$ cat src/rtl/edm_pulse_generator.sv
// edm_pulse_generator: discharge gate pulse train driven by the SPI command
// decoder's Ton/Toff/Ip/start/stop outputs. Parameters are double-buffered
// (pending -> active) and applied only at period boundaries. The completed
// pulse count is returned on feedback_data / change_feedback_ack.
//
// Optional build macro EDM_TOFF_MIN_EN: when defined, the effective off-time
// is floored at TOFF_MIN units; otherwise only a zero off-time becomes 1 unit.
module edm_pulse_generator #(
  parameter int unsigned TICKS_PER_UNIT = 216,  // clk cycles per unit, >= 1
  parameter int unsigned TOFF_MIN       = 4     // off-time floor in units
) (
  input  logic        clk,
  input  logic        rst,
  input  logic        machine_start_ack,
  input  logic        machine_stop_ack,
  input  logic [15:0] Ton_data,
  input  logic        change_Ton_ack,
  input  logic [15:0] Toff_data,
  input  logic        change_Toff_ack,
  input  logic [15:0] Ip_data,
  input  logic        change_Ip_ack,
  output logic        pulse_on,
  output logic [15:0] ip_setpoint,
  output logic        running,
  output logic        period_start,
  output logic [31:0] feedback_data,
  output logic        change_feedback_ack
);

  typedef enum logic [1:0] {
    S_IDLE = 2'd0,
    S_ON   = 2'd1,
    S_OFF  = 2'd2
  } state_e;

  localparam logic [15:0] TON_RST  = 16'd80;
  localparam logic [15:0] TOFF_RST = 16'd20;
  localparam logic [15:0] IP_RST   = 16'd30;

  localparam logic [15:0] PRESC_LAST = 16'(TICKS_PER_UNIT - 1);

`ifdef EDM_TOFF_MIN_EN
  localparam bit TOFF_MIN_EN = 1'b1;
`else
  localparam bit TOFF_MIN_EN = 1'b0;
`endif

  // A single floor covers both the zero clamp and the optional TOFF_MIN clamp.
  localparam int unsigned TOFF_FLOOR_I = (TOFF_MIN_EN && (TOFF_MIN > 1)) ? TOFF_MIN : 1;
  localparam logic [15:0] TOFF_FLOOR   = 16'(TOFF_FLOOR_I);
  localparam logic [15:0] TON_FLOOR    = 16'd1;

  // Edge-detect copies of the acks
  logic start_q, stop_q, ton_ack_q, toff_ack_q, ip_ack_q;
  logic start_edge, stop_edge, ton_edge, toff_edge, ip_edge;

  // Pending (host-written) and active (in-use) parameter sets
  logic [15:0] ton_pend_q, ton_pend_d;
  logic [15:0] toff_pend_q, toff_pend_d;
  logic [15:0] ip_pend_q, ip_pend_d;
  logic [15:0] ton_act_q, ton_act_d;
  logic [15:0] toff_act_q, toff_act_d;
  logic [15:0] ip_act_q, ip_act_d;

  // Sequencer
  state_e      state_q, state_d;
  logic [15:0] presc_q, presc_d;
  logic [15:0] unit_q, unit_d;
  logic        ps_q, ps_d;
  logic [31:0] feedback_q, feedback_d;
  logic        fb_ack_q, fb_ack_d;

  logic        load_active;
  logic        count_period;
  logic [15:0] ton_eff;
  logic [15:0] toff_eff;
  logic [15:0] unit_last;
  logic        tick_last;
  logic        unit_done;

  assign start_edge = machine_start_ack & ~start_q;
  assign stop_edge  = machine_stop_ack  & ~stop_q;
  assign ton_edge   = change_Ton_ack    & ~ton_ack_q;
  assign toff_edge  = change_Toff_ack   & ~toff_ack_q;
  assign ip_edge    = change_Ip_ack     & ~ip_ack_q;

  // Effective phase lengths in units after clamping
  always_comb begin
    ton_eff  = (ton_act_q  < TON_FLOOR)  ? TON_FLOOR  : ton_act_q;
    toff_eff = (toff_act_q < TOFF_FLOOR) ? TOFF_FLOOR : toff_act_q;
  end

  // Terminal-count detection for the current phase
  always_comb begin
    unit_last = (state_q == S_ON) ? (ton_eff - 16'd1) : (toff_eff - 16'd1);
    tick_last = (presc_q == PRESC_LAST);
    unit_done = tick_last && (unit_q == unit_last);
  end

  // Next-state logic: phase sequencing, counters, boundary load, pulse count
  always_comb begin
    state_d      = state_q;
    presc_d      = presc_q;
    unit_d       = unit_q;
    ps_d         = 1'b0;
    load_active  = 1'b0;
    count_period = 1'b0;

    unique case (state_q)
      S_IDLE: begin
        // Stop has priority, so simultaneous start+stop leaves us idle.
        if (start_edge && !stop_edge) begin
          load_active = 1'b1;
          presc_d     = '0;
          unit_d      = '0;
          ps_d        = 1'b1;
          state_d     = S_ON;
        end
      end

      S_ON: begin
        if (stop_edge) begin
          presc_d = '0;
          unit_d  = '0;
          state_d = S_IDLE;
        end else if (tick_last) begin
          presc_d = '0;
          if (unit_done) begin
            unit_d  = '0;
            state_d = S_OFF;
          end else begin
            unit_d = unit_q + 16'd1;
          end
        end else begin
          presc_d = presc_q + 16'd1;
        end
      end

      S_OFF: begin
        if (stop_edge) begin
          presc_d = '0;
          unit_d  = '0;
          state_d = S_IDLE;
        end else if (tick_last) begin
          presc_d = '0;
          if (unit_done) begin
            unit_d       = '0;
            count_period = 1'b1;
            load_active  = 1'b1;
            ps_d         = 1'b1;
            state_d      = S_ON;
          end else begin
            unit_d = unit_q + 16'd1;
          end
        end else begin
          presc_d = presc_q + 16'd1;
        end
      end

      default: begin
        presc_d = '0;
        unit_d  = '0;
        state_d = S_IDLE;
      end
    endcase
  end

  // Parameter capture (pending) and boundary application (active)
  always_comb begin
    ton_pend_d  = ton_edge  ? Ton_data  : ton_pend_q;
    toff_pend_d = toff_edge ? Toff_data : toff_pend_q;
    ip_pend_d   = ip_edge   ? Ip_data   : ip_pend_q;
    // Active copies take the pre-edge pending value, so a change landing on
    // a boundary cycle waits for the following boundary.
    ton_act_d   = load_active ? ton_pend_q  : ton_act_q;
    toff_act_d  = load_active ? toff_pend_q : toff_act_q;
    ip_act_d    = load_active ? ip_pend_q   : ip_act_q;
    feedback_d  = count_period ? (feedback_q + 32'd1) : feedback_q;
    fb_ack_d    = count_period;
  end

  // State register with synchronous reset
  always_ff @(posedge clk) begin
    if (rst) begin
      start_q     <= 1'b0;
      stop_q      <= 1'b0;
      ton_ack_q   <= 1'b0;
      toff_ack_q  <= 1'b0;
      ip_ack_q    <= 1'b0;
      ton_pend_q  <= TON_RST;
      toff_pend_q <= TOFF_RST;
      ip_pend_q   <= IP_RST;
      ton_act_q   <= TON_RST;
      toff_act_q  <= TOFF_RST;
      ip_act_q    <= IP_RST;
      state_q     <= S_IDLE;
      presc_q     <= '0;
      unit_q      <= '0;
      ps_q        <= 1'b0;
      feedback_q  <= '0;
      fb_ack_q    <= 1'b0;
    end else begin
      start_q     <= machine_start_ack;
      stop_q      <= machine_stop_ack;
      ton_ack_q   <= change_Ton_ack;
      toff_ack_q  <= change_Toff_ack;
      ip_ack_q    <= change_Ip_ack;
      ton_pend_q  <= ton_pend_d;
      toff_pend_q <= toff_pend_d;
      ip_pend_q   <= ip_pend_d;
      ton_act_q   <= ton_act_d;
      toff_act_q  <= toff_act_d;
      ip_act_q    <= ip_act_d;
      state_q     <= state_d;
      presc_q     <= presc_d;
      unit_q      <= unit_d;
      ps_q        <= ps_d;
      feedback_q  <= feedback_d;
      fb_ack_q    <= fb_ack_d;
    end
  end

  assign pulse_on            = (state_q == S_ON);
  assign running             = (state_q != S_IDLE);
  assign period_start        = ps_q;
  assign ip_setpoint         = ip_act_q;
  assign feedback_data       = feedback_q;
  assign change_feedback_ack = fb_ack_q;

endmodule

$ cat config.mk
export PLATFORM = sky130hd
export DESIGN_NAME = edm_pulse_generator
export DESIGN_NICKNAME = d
export VERILOG_FILES = /design/src/rtl/edm_pulse_generator.sv
export SDC_FILE = /design/constraint.sdc
export NUM_CORES = 1
export LEC_CHECK = 0
export ABC_AREA = 1
export BUFFER_PORTS_ARGS = -buffer_cell sky130_fd_sc_hd__buf_2
export CORE_MARGIN = 8
export CORE_UTILIZATION = 55
export DETAILED_ROUTE_END_ITERATION = 10
export GPL_TIMING_DRIVEN = 0
export MAX_ROUTING_LAYER = met4
export PLACE_DENSITY = 0.76
export SLEW_MARGIN = 15
export SYNTH_ARGS = -nofsm -noshare
export SYNTH_HDL_FRONTEND = slang
export SYNTH_SLANG_ARGS = --single-unit
$ cat constraint.sdc
create_clock -name clk -period 6.5 [get_ports clk]
set_input_delay 1.95 -clock clk [delete_from_list [all_inputs] [get_ports clk]]
set_output_delay 1.95 -clock clk [all_outputs]
set_load 0.05 [all_outputs]
==> results of run 1 <==
## worst max-delay path by stage
stage          slack, ps         to  cells after the start              from
6_report            1990  unit_q[6]                     10  machine_stop_ack
5_1_grt             1730  unit_q[8]                     10  machine_stop_ack
4_1_cts             1970  unit_q[6]                     10  machine_stop_ack
3_5_place_dp        1550  unit_q[5]                     10  machine_stop_ack
3_3_place_gp        1580  unit_q[8]                     10  machine_stop_ack
2_1_floorplan       2680  unit_q[4]                      9  machine_stop_ack
## layout make-up
type | count | area (um2)
Fill cell | 1407 | 5300
Multi-Input combinational cell | 918 | 4370
Sequential cell | 169 | 3380
Timing Repair Buffer | 106 | 531
Clock buffer | 18 | 439
Inverter | 114 | 428
Buffer | 52 | 235
Tap cell | 188 | 235
Clock inverter | 14 | 176
## cells by family after synthesis
group	after synthesis	share of synthesized area (%)
AND/OR/NAND/NOR	707	36.4
adder cells (fa/ha/maj)	8	1.19
flip-flops	169	40.2
AO/OA/AOI/OAI	170	10.8
buffers and inverters	166	7.88
XOR/XNOR	33	3.44
## sequential cells by signal, indices dropped and copies added (netlist names), 2 cells and up
register,count
toff_act_q,16
ip_pend_q,16
presc_q,16
unit_q,16
state_q,2
ip_setpoint,16
ton_pend_q,16
ton_act_q,16
toff_pend_q,16
feedback_data,32
## per-stage QoR
step	hold slack [ps]	power (W)
after global routing	482	0.00330
after floorplan	429	0.00185
after CTS	459	0.00313
final	459	0.00314
after global placement	437	0.00209
after detailed placement	443	0.00210
## critical path, stage by stage
cell      delay (ps)
buf_2             90
inv_1             50
nor2_1           310
inv_2            190
a31oi_2          420
nor2_1           140
nor2_1           590
clkinv_1         520
clkbuf_1         370
o22ai_1          240
## power by group through the flow
| stage | clock, W | combinational [W] | sequential [W] |
|---|---|---|---|
| 2_1_floorplan | 0 | 0.000673 | 0.00118 |
| 3_3_place_gp | 0 | 0.000929 | 0.00116 |
| 6_report | 0.00104 | 0.000963 | 0.00114 |
| 3_5_place_dp | 0 | 0.000941 | 0.00116 |
| 5_1_grt | 0.00109 | 0.00107 | 0.00115 |
| 4_1_cts | 0.00104 | 0.000947 | 0.00114 |
## per-layer routing
metal	GRT usage, %	up-vias	wire length (um)	part of all wire, %
met3	4.17	41	1590	6.6
li1	-	4380	-	-
met4	8.74	0	482	2.0
met5	-	-	0	0
met1	32.9	4040	11200	47
met2	38.8	346	10800	45
## placed cells by master (no fill, tap or decap), drive strengths merged, types with 2 or more instances in the layout
cell type / instances
a211oi: 3
a21oi: 76
buf: 120
clkbuf: 56
clkinv: 11
dfxtp: 169
ha: 8
inv: 116
nand2: 275
nand3: 122
nand4: 53
nor2: 209
nor3: 33
nor4: 10
o21ai: 70
o21bai: 10
o22ai: 6
or2: 2
xnor2: 8
xor2: 25
==> reports/qor.csv, run 1 <==
stage;metric;value;unit
synthesis;postSynthAreaPerCell;6.71;um2
route;drt-pass1-iter-count;5;
hold_path;holdPathEnd;toff_act_q[0];
clocking;clock_latency;440;ps
place;pre_cts_slack;1550;ps
die;die_w;140;um
synthesis;synth_area;8410;um2
sta;finalCriticalPeriod;4510;ps
worst_setup_path;r2r_end;ton_act_q[1];
global_routing;grt_antenna_before_repair;0;
synthesis;async_flop_share;0;%
finish;drive_gt1_share;12.3;%
hold_path;hold_class;reg2reg;
synthesis;synth_area_leader_cell;dfxtp_1;
die;fp.coreArea;15100;um2
outcome;outcome;finished, final reports clean;
route;drc_errors;0;
sta;tns;0;ps
hold_path;hold_depth;2;
worst_setup_path;r2r_slack;2260;ps
clocking;cts_hold_buf;0;
global_routing;grt_use_total;25.2;%
route;drtAntennaViolNets;0;
pwr;peakVddDrop;0.000255;V
finish;final_util;64.9;%
pwr;clock_power_share;33.0;%
sta;rsz0062_at_grt;no;
route;vias;8807;
clocking;post_cts_resized;0;
sta;fmax;222;MHz
global_routing;grt_overflow;0;
synthesis;seq_area_frac_synth;40.2;%
job;cap_violations;0;
clocking;clockRootBuffer;clkbuf_16;
clocking;post_cts_buffers;0;
finish;nets;1441;
place;port_buffers;106;
place;place_area;9180;um2
sta;fin_crit_sh;69.4;%
hold_path;min-delay-start;toff_pend_q[0];
synthesis;synth-warning-count;0;
synthesis;synth-edff-count;0;
sta;setup_viol_count_final;0;
sta;tightest_slew;778;ps
clocking;cts_made_buffers;17;
pwr;leakagePower;4.23;nW
synthesis;netlist_top_cells_area;dfxtp_1 40%, nand2_1 12%, nor2_1 9.0%;
worst_setup_path;crit_type;in2reg;
route;drtIter0Drc;818;
clocking;tritoncts;yes;
synthesis;yosysTopAreaCellShare;40.2;%
clocking;ctsHtreeMaxLevel;4;
worst_setup_path;cp-start-kind;input port;
finish;diodes;0;
synthesis;ys.flop_type;dfxtp_1;
die;io-pin-count;107;
sta;finalClockSkew;10.9;ps
place;placedCellCount;1547;
synthesis;ys_ff_latch;169;
worst_setup_path;critPathRequiredTime;6860;ps
pwr;p_int;0.00191;W
global_routing;grt_pass1_wl;39.4;mm
worst_setup_path;worstPathArrival;4870;ps
clocking;clk_path_buf_depth;2;
die;initial_utilization;55.8;%
die;die_area;19500;um2
worst_setup_path;cp_max_fo;10;
synthesis;syn-num-nets;1316;
pwr;sw_frac_of_total;39.3;%
die;die_h;140;um
pwr;seq_power_share;36.3;%
route;wl_per_cell;15.3;um
route;viasPerCell;5.58;
clocking;clk_pin_slew;70;ps
global_routing;grt_max_degree;20;
global_routing;grt_pass1_vias;8139;
place;dpl.hpwl;18.1;mm
sta;drv_slew;0;
synthesis;synth_cell_type_count;37;
worst_setup_path;cp-end-kind;register;
route;drt_wl_total;24.1;mm
synthesis;synthCells;1253;
worst_setup_path;reg2reg_from;state_q[1];
worst_setup_path;r2r_cells;25;
die;rows;45;
finish;final_area;9790;um2
pwr;switchingPower;0.00123;W
sta;finalWorstSetupSlack;1990;ps
clocking;cts.sinks;169;
finish;instances_no_fill;1579;
place;place_congestion;0.969;
pwr;power_density;320;nW/um2
sta;finalHoldViolCount;0;
pwr;comb_power_share;30.7;%
sta;slew-limit-headroom;48.2;%
synthesis;yosys.cell_count.top_type;nand2_1;
synthesis;synth_common_cells;271 x nand2_1, 202 x nor2_1, 169 x dfxtp_1, 121 x nand3_1, 106 x inv_1;
finish;syn2layout_area_growth;16.4;%
(Power assumes the default switching activity.)
==> run 2, diff against run 1 <==
--- a/config.mk
+++ b/config.mk
@@ -8,11 +8,11 @@
 export ABC_AREA = 1
 export BUFFER_PORTS_ARGS = -buffer_cell sky130_fd_sc_hd__buf_2
 export CORE_MARGIN = 8
-export CORE_UTILIZATION = 55
+export CORE_UTILIZATION = 53
 export DETAILED_ROUTE_END_ITERATION = 10
 export GPL_TIMING_DRIVEN = 0
 export MAX_ROUTING_LAYER = met4
-export PLACE_DENSITY = 0.76
+export PLACE_DENSITY = 0.77
 export SLEW_MARGIN = 15
 export SYNTH_ARGS = -nofsm -noshare
 export SYNTH_HDL_FRONTEND = slang
==> constraint.sdc (replaced) <==
create_clock -name clk -period 4 [get_ports clk]
set_input_delay 1.2 -clock clk [delete_from_list [all_inputs] [get_ports clk]]
set_output_delay 1.2 -clock clk [all_outputs]
set_load 0.05 [all_outputs]
==> run 2 against run 1 <==
Sequential share of layout area barely moved. Global-route usage fell by 1.1 points. Total power rose by 60%. Die area rose by 3.3%. Worst hold slack got worse by 3.5 ps. Largest power group unchanged. Core utilization fell by 2.5 points. Via count fell by 1.7%. Critical path depth rose by 11. Highest routed layer unchanged. Flip-flop and latch count did not move. First-iteration DRC count fell by 4.3%.
==> reports/qor.csv, run 2 (synthesis results as in run 1) <==
stage;metric;value;unit
sta;finalCriticalPeriod;3740;ps
worst_setup_path;worst-path-buf-inv;6;
sta;setup_viol_count_final;0;
finish;instances_no_fill;1604;
finish;final_common_cell;nand2_1;
pwr;peakVddDrop;0.000388;V
job;cap_violations;0;
place;place_congestion;0.960;
sta;fmax;267;MHz
finish;largest_reg_flops;32;
finish;syn2layout_area_growth;16.5;%
sta;tightest_slew;664;ps
route;wl_per_cell;14.7;um
worst_setup_path;path_common_cell;nor2_1;
global_routing;grt_pass1_wl;38.7;mm
worst_setup_path;r2r_cells;21;
die;die_w;142;um
route;drt-pass1-iter-count;5;
pwr;seq_power_share;37.0;%
sta;slew-limit-headroom;55.7;%
global_routing;grt_max_degree;17;
pwr;clock_power_share;31.2;%
worst_setup_path;critPathRequiredTime;4310;ps
clocking;cts_hold_buf;0;
clocking;cts.sinks;169;
pwr;power_density;511;nW/um2
clocking;clockRootBuffer;clkbuf_16;
place;port_buffers;106;
finish;drive_gt1_share;12.3;%
outcome;outcome;finished, final reports clean;
die;die_h;142;um
global_routing;grt_pass1_vias;8061;
route;viasPerCell;5.40;
clocking;tritoncts;yes;
die;die_area;20200;um2
route;drtAntennaViolNets;0;
worst_setup_path;crit_path_cell_trace;inv_1, ha_4, inv_2, buf_6, nor2_1, nand2_1, nand2_4, buf_4, ha_2, xor2_1, nand4_1, nor2_1, nand4_1, nor2_1, nand3_1, nor2_4, clkbuf_4, clkbuf_4, nand4_1, nand2_1, nor2_1;
worst_setup_path;cp-start-kind;register;
sta;finalHoldViolCount;0;
finish;diodes;0;
worst_setup_path;worstPathArrival;4040;ps
die;fp.coreArea;15700;um2
die;rows;46;
place;placedCellCount;1575;
finish;final_area;9800;um2
place;dpl.hpwl;17.9;mm
finish;multi_input_area;4410;um2
finish;fillers;1537;
worst_setup_path;cp_max_fo;10;
worst_setup_path;critPathTopFamily;simple AND/OR/NAND/NOR gates;
worst_setup_path;cp.depth;21;
sta;finalClockSkew;7.17;ps
clocking;clk_path_buf_depth;2;
sta;rsz0062_at_grt;no;
worst_setup_path;cpPeakStageDelay;350;ps
route;vias;8656;
sta;drv_slew;0;
worst_setup_path;cp-end-kind;register;
route;drtIter0Drc;783;
global_routing;grt_antenna_before_repair;0;
global_routing;grt_use_total;24.1;%
finish;nets;1441;
finish;layout_common_cells;270 x nand2_1, 201 x nor2_1, 169 x dfxtp_1;
clocking;cts_made_buffers;17;
die;initial_utilization;53.5;%
pwr;sw_frac_of_total;37.6;%
worst_setup_path;crit_type;reg2reg;
finish;ff_latch_area;3380;um2
place;place_area;9210;um2
worst_setup_path;cpMaxStageDelayCell;dfxtp_1;
pwr;switchingPower;0.00188;W
place;pre_cts_slack;-154;ps
route;drc_errors;0;
clocking;post_cts_buffers;0;
route;drt_wl_total;23.6;mm
pwr;p_int;0.00313;W
clocking;clk_pin_slew;60;ps
sta;tns;0;ps
die;io-pin-count;107;
pwr;leakagePower;4.22;nW
hold_path;hold_depth;2;
hold_path;hold_class;reg2reg;
clocking;clock_latency;430;ps
pwr;comb_power_share;31.8;%
worst_setup_path;r2r_slack;260;ps
global_routing;grt_overflow;0;
sta;finalWorstSetupSlack;261;ps
clocking;ctsHtreeMaxLevel;4;
sta;fin_crit_sh;93.5;%
==> run 2: cell count changes in the layout (fill, tap and decap cells not counted), sizes merged <==
| cell | before | now |
|---|---|---|
| buf | 120 | 118 |
| bufinv | 0 | 1 |
| clkbuf | 56 | 60 |
| clkinv | 11 | 8 |
| inv | 116 | 113 |
==> run 2: repair_timing <==
item	in CTS	in global routing
resized for setup	2	12
setup endpoints to repair	35	88
gates cloned	0	0
pin swaps	0	3
==> run 2: tightest hold or removal path, stage by stage, from the launching register on <==
cell     delay [ps]
dfxtp_1         310
nand2_1          60
a21oi_1          50
==> run 2: final cells by class <==
class / instances / area share (%)
plain buffers: 52 / 2.49
well taps: 216 / 2.76
multi-input cells: 918 / 44.9
flip-flops and latches: 169 / 34.5
clock inverters: 9 / 0.970
repair buffers: 106 / 5.41
inverters: 114 / 4.36
clock buffers: 20 / 4.56
==> run 2: final timing paths <==
path,from,to
min reg2reg,ip_pend_q[8],ip_setpoint[8]
max,state_q[1],feedback_data[14]
max reg2reg,state_q[1],feedback_data[14]
min,ip_pend_q[8],ip_setpoint[8]
==> run 2: power by group through the flow <==
| stage | clock, W | combinational (W) | sequential [W] |
|---|---|---|---|
| floorplan | 0 | 0.00109 | 0.00192 |
| global placement | 0 | 0.00150 | 0.00188 |
| detailed placement | 0 | 0.00152 | 0.00188 |
| CTS | 0.00157 | 0.00154 | 0.00185 |
| global route | 0.00164 | 0.00177 | 0.00186 |
| finish | 0.00156 | 0.00159 | 0.00185 |
==> run 2: layer usage <==
layer | up-vias | track usage [%] | share of wire, %
li1 | 4376 | - | -
met1 | 3941 | 31.2 | 47
met2 | 304 | 37.7 | 45
met3 | 35 | 4.29 | 6.3
met4 | 0 | 7.24 | 1.7
met5 | - | - | 0
==> run 2: through the flow <==
stage	hold WS (ps)	utilization (%)	power (W)
after floorplan	429	-	0.00301
after global placement	437	58.6	0.00338
after detailed placement	443	58.6	0.00340
after CTS	456	62.1	0.00495
after global routing	474	62.4	0.00527
final	456	62.4	0.00501
